### config.mk
export PLATFORM = sky130hd
export DESIGN_NAME = expansion_pipe
export DESIGN_NICKNAME = d
export VERILOG_FILES = /design/src/rtl/expansion_pipe.sv
export SDC_FILE = /design/constraint.sdc
export NUM_CORES = 1
export LEC_CHECK = 0
export CAP_MARGIN = 20
export CORE_MARGIN = 8
export CORE_UTILIZATION = 35
export CTS_CLUSTER_DIAMETER = 50
export DETAILED_ROUTE_END_ITERATION = 16
export PLACE_DENSITY = 0.63
export SLEW_MARGIN = 20
export SYNTH_ARGS = -nofsm -noshare
export SYNTH_HDL_FRONTEND = slang
export SYNTH_SLANG_ARGS = --single-unit
### constraint.sdc
create_clock -name clk -period 2.9 [get_ports clk]
set_input_delay 0.29 -clock clk [delete_from_list [all_inputs] [get_ports clk]]
set_output_delay 0.29 -clock clk [all_outputs]
set_load 0.005 [all_outputs]
### src/rtl/expansion_pipe.sv
`timescale 1ns/1ps
`default_nettype none
// ---------------------------------------------------------------------------
// expansion_pipe : edge-duplicating expand / checked compress, DEPTH-stage
//                  valid/ready register pipeline.            Rev 1.0
// ---------------------------------------------------------------------------
module expansion_pipe #(
    parameter int GROUPS  = 8,
    parameter int GROUP_W = 4,
    parameter int DEPTH   = 2,
    localparam int IN_W   = GROUPS * GROUP_W,
    localparam int OUT_W  = GROUPS * (GROUP_W + 2),
    localparam int OCC_W  = $clog2(DEPTH + 1)
) (
    input  logic             clk,
    input  logic             n_rst,
    input  logic             clear,
    input  logic             mode,
    input  logic             in_valid,
    output logic             in_ready,
    input  logic [OUT_W-1:0] data_in,
    output logic             out_valid,
    input  logic             out_ready,
    output logic [OUT_W-1:0] data_out,
    output logic             edge_error,
    output logic [OCC_W-1:0] occupancy
);

    localparam int CW = GROUP_W + 2;

    logic [OUT_W-1:0]  exp_w;
    logic [OUT_W-1:0]  cmp_w;
    logic [GROUPS-1:0] chunk_err_w;
    logic [OUT_W-1:0]  src_data_w;
    logic              src_err_w;

    for (genvar g = 0; g < GROUPS; g++) begin : g_chunk
        localparam int LEFT    = ((g + 1) * GROUP_W) % IN_W;
        localparam int RIGHT   = (g * GROUP_W + IN_W - 1) % IN_W;
        // Where the duplicated bits sit inside the middle fields of the expanded word
        localparam int LEFT_X  = (LEFT / GROUP_W) * CW + 1 + (LEFT % GROUP_W);
        localparam int RIGHT_X = (RIGHT / GROUP_W) * CW + 1 + (RIGHT % GROUP_W);

        assign exp_w[g*CW +: CW] = {data_in[LEFT], data_in[g*GROUP_W +: GROUP_W], data_in[RIGHT]};
        assign cmp_w[g*GROUP_W +: GROUP_W] = data_in[g*CW+1 +: GROUP_W];
        assign chunk_err_w[g] = (data_in[g*CW+CW-1] != data_in[LEFT_X])
                              | (data_in[g*CW] != data_in[RIGHT_X]);
    end

    assign cmp_w[OUT_W-1:IN_W] = '0;
    assign src_data_w = mode ? cmp_w : exp_w;
    assign src_err_w  = mode & (|chunk_err_w);

    logic [DEPTH-1:0] valid_q, valid_d;
    logic [DEPTH-1:0] err_q, err_d;
    logic [OUT_W-1:0] data_q [DEPTH];
    logic [OUT_W-1:0] data_d [DEPTH];
    logic [DEPTH:0]   load_w;
    logic [DEPTH-1:0] src_v_w;
    logic [DEPTH-1:0] src_e_w;
    logic [OUT_W-1:0] src_d_w [DEPTH];

    always_comb begin
        src_v_w[0] = in_valid;
        src_d_w[0] = src_data_w;
        src_e_w[0] = src_err_w;
        for (int k = 1; k < DEPTH; k++) begin
            src_v_w[k] = valid_q[k-1];
            src_d_w[k] = data_q[k-1];
            src_e_w[k] = err_q[k-1];
        end

        // A stage can take new content if it is empty or everything downstream moves
        load_w[DEPTH] = out_ready;
        for (int k = DEPTH - 1; k >= 0; k--) begin
            load_w[k] = ~valid_q[k] | load_w[k+1];
        end

        for (int k = 0; k < DEPTH; k++) begin
            valid_d[k] = valid_q[k];
            data_d[k]  = data_q[k];
            err_d[k]   = err_q[k];
            if (load_w[k]) begin
                valid_d[k] = src_v_w[k];
                if (src_v_w[k]) begin
                    data_d[k] = src_d_w[k];
                    err_d[k]  = src_e_w[k];
                end
            end
        end

        if (clear) begin
            valid_d = '0;
        end
    end

    always_ff @(posedge clk or negedge n_rst) begin
        if (!n_rst) begin
            valid_q <= '0;
            err_q   <= '0;
            for (int k = 0; k < DEPTH; k++) begin
                data_q[k] <= '0;
            end
        end else begin
            valid_q <= valid_d;
            err_q   <= err_d;
            for (int k = 0; k < DEPTH; k++) begin
                data_q[k] <= data_d[k];
            end
        end
    end

    assign in_ready   = ~clear & load_w[0];
    assign out_valid  = valid_q[DEPTH-1];
    assign data_out   = data_q[DEPTH-1];
    assign edge_error = err_q[DEPTH-1];

    always_comb begin
        occupancy = '0;
        for (int k = 0; k < DEPTH; k++) begin
            occupancy = occupancy + OCC_W'(valid_q[k]);
        end
    end

endmodule
`default_nettype wire

==> flow_metrics.py <==
metrics = {
    "critical_path": {
        "critical_path_buf_inv_count": 2,
        "cp.required_ns": 2.61,
        "slowest_stage": "clkdlybuf4s50_1",
        "reg2reg_to": "data_out[25]$_DFFE_PN0P_",
        "critPathCaptureType": "output port",
        "path_max_fanout": 4,
        "rr_startpoint": "valid_q[1]$_DFFE_PN0P_",
        "path_class": "in2out",
        "start_kind": "input pin",
        "r2r_slack_ns": 1.20,
        "crit_path_frequent_cell": "clkdlybuf4s50_1",
        "crit_family": "buffers and inverters",
        "crit_chain": "clkdlybuf4s50_1 -> and3b_1 -> nor2_1 -> clkdlybuf4s50_1",
        "crit_path_max_incr_delay_ns": 0.54,
        "reg2reg_depth": 4,
        "cp.arrival_ns": 1.68,
    },
    "placement": {
        "dp_cells": 573,
        "post-place-ws_ns": 0.809,
        "place_area_um2": 5100,
        "hpwlAfterDp_mm": 7.76,
        "port-buffer-count": 106,
        "place_congestion": 0.753,
    },
    "cts": {
        "cts-hold-fix-buffers": 0,
        "h-tree-depth": 3,
        "cts.path.max_buffers": 2,
        "numCtsBuffers": 9,
        "root_buffer": "clkbuf_16",
        "cts_tree": "built",
        "cts_resized": 0,
        "clkTransAtPathRegs_ns": 0.06,
        "clk_latency_ns": 0.34,
        "cts.sinks": 92,
        "cts_setup_buffers": 0,
    },
    "sta": {
        "fin_crit_sh_pct": 67.8,
        "slew_headroom_pct": 35.4,
        "finalWorstSetupSlack_ns": 0.933,
        "setup_viol": 0,
        "rsz0062_at_grt": "no",
        "worst_pin_slew_ns": 0.970,
        "period_minus_slack_ns": 1.97,
        "tns_ns": 0,
        "drv_slew": 0,
        "max_freq_mhz": 508,
        "finClkSkew_ns": 0.00909,
        "hold_viol": 0,
    },
    "logic_synthesis": {
        "ys_ff_latch": 92,
        "ys_seq_area_share_pct": 53.5,
        "yosys_warnings": 0,
        "synth_area_per_cell_um2": 11.3,
        "synth_cell_types": 23,
        "syn_area_um2": 4300,
        "netlist_instances": 382,
        "syn_nets": 437,
    },
    "grt": {
        "antenna_found_initial": 1,
        "overflow": 0,
        "grt_usage_pct": 13.4,
        "grt_pass1_vias": 3038,
        "grt_pass1_wl_mm": 16.7,
        "grt_max_degree": 78,
    },
    "pwr": {
        "leakage_nw": 2.33,
        "p_per_area_nw_per_um2": 636,
        "ir_drop_v": 0.000290,
    },
    "outcome": {
        "status": "completed",
    },
    "floorplanning": {
        "die_width_um": 127,
        "die_area_um2": 16100,
        "coreArea_um2": 12000,
        "rows": 40,
        "io_pins": 107,
        "die_h_um": 127,
        "start_util_pct": 35.8,
    },
    "finish": {
        "final_util_pct": 44.7,
        "final_area_um2": 5370,
        "final_cells": 588,
        "area_growth_pct": 24.9,
        "fin_nets": 492,
        "post_route_cells_drive_above_1_share_pct": 15.0,
    },
    "route": {
        "remaining_drc_errors": 0,
        "via_count": 2774,
        "drtIter0Drc": 116,
        "wl_per_cell_um": 17.7,
        "antenna_left": 0,
        "vias_per_cell": 4.72,
        "totalWireLength_mm": 10.4,
        "first_pass_iters": 4,
    },
    "job": {
        "drv_cap": 0,
    },
    "min_path": {
        "hp-class": "in2async",
    },
}
synth_stat cells:
| library cell | n | share of area (%) |
|---|---|---|
| a21oi_1 | 21 | 2.4 |
| o21ai_0 | 25 | 2.9 |
| nand3b_1 | 12 | 2.1 |
| nand4_1 | 4 | 0.58 |
| nor2_1 | 4 | 0.35 |
| buf_4 | 52 | 9.1 |
| dfrtp_1 | 92 | 54 |
| clkbuf_1 | 3 | 0.26 |
| ha_1 | 1 | 0.29 |
| mux2_2 | 45 | 12 |
| inv_1 | 2 | 0.17 |
| nor2b_1 | 11 | 1.6 |
| nand2_1 | 57 | 5.0 |
| xnor2_1 | 16 | 3.3 |
| mux2i_1 | 12 | 2.8 |
| buf_6 | 5 | 1.3 |
| nand2b_1 | 1 | 0.15 |
| o21ai_2 | 1 | 0.20 |
| o21ai_1 | 8 | 0.93 |
| buf_2 | 7 | 0.81 |
| clkbuf_2 | 1 | 0.12 |
| and3b_1 | 1 | 0.20 |
| o41ai_1 | 1 | 0.20 |
worst max-delay path by stage:
| stage | start | endpoint | cells past startpoint |
|---|---|---|---|
| floorplan | valid_q[1]$_DFFE_PN0P_ | data_out[0]$_DFFE_PN0P_ | 4 |
| global placement | out_ready | data_q[70]$_DFFE_PN0P_ | 6 |
| detailed placement | out_ready | data_q[66]$_DFFE_PN0P_ | 6 |
| CTS | out_ready | in_ready | 4 |
| global route | out_ready | in_ready | 4 |
| finish | out_ready | in_ready | 4 |
cells in the final DEF, fill, tap and decap left out:
cell             count
buf_2                1
nor2_1               4
o21ai_4              1
clkdlybuf4s50_1    104
clkbuf_16            9
dfrtp_1             92
inv_1                2
o41ai_1              1
mux2i_1             12
nand2b_2             1
a21oi_1             21
ha_1                 1
clkinvlp_4           1
xnor2_1             16
and3b_1              1
diode_2              1
nand3b_1            12
o21ai_1              8
nor2b_1             11
buf_4                7
clkbuf_1             3
mux2_2              45
nand4_1              4
o21ai_0             25
bufinv_16            1
nand2_1             57
power breakdown:
part | internal, W | switching, W
clock | 0.000659 | 0.000453
sequential | 0.00148 | 0.000109
combinational | 0.000456 | 0.000262
registers in the layout, summed over array words and instances, names as in the netlist:
name and flops:
valid_q 2, err_q 2, data_q 44, data_out 44
cell type report:
class,count,area [um2]
multi-input combinational,220,1510
antenna,1,2.50
tap,147,184
fill,1143,6640
inverter,2,7.51
sequential,92,2300
timing repair buffer,112,1100
clock buffer,12,236
clock inverter,2,37.5
cell families (layout without fill, tap and decap cells):
group                    Yosys count  count (layout)  synth area share [%]
XOR/XNOR                          16              16                  3.26
AO/OA/AOI/OAI                     56              56                  6.69
AND/OR/NAND/NOR                   90              90                  9.94
flip-flops                        92              92                  53.5
buffers and inverters             70             128                  11.7
other                              0               1                     0
adder cells (fa/ha/maj)            1               1                 0.291
multiplexers                      57              57                  14.6
metrics by stage:
step / power [W] / hold slack [ns]
final: 0.00342 / 0.111
after global routing: 0.00359 / 0.195
after CTS: 0.00346 / 0.154
after detailed placement: 0.00234 / 0.457
after global placement: 0.00232 / 0.449
after floorplan: 0.00204 / -0.00559
per-layer routing:
metal  track usage [%]  wire length (um)  vias to the layer above
met4              6.79               214                        0
met5                 0                 0                        -
li1                  -                 -                     1348
met3              3.23               550                       14
met2              22.1              5130                       72
met1              15.9              4520                     1340
Power figures use the tool's default switching activity.
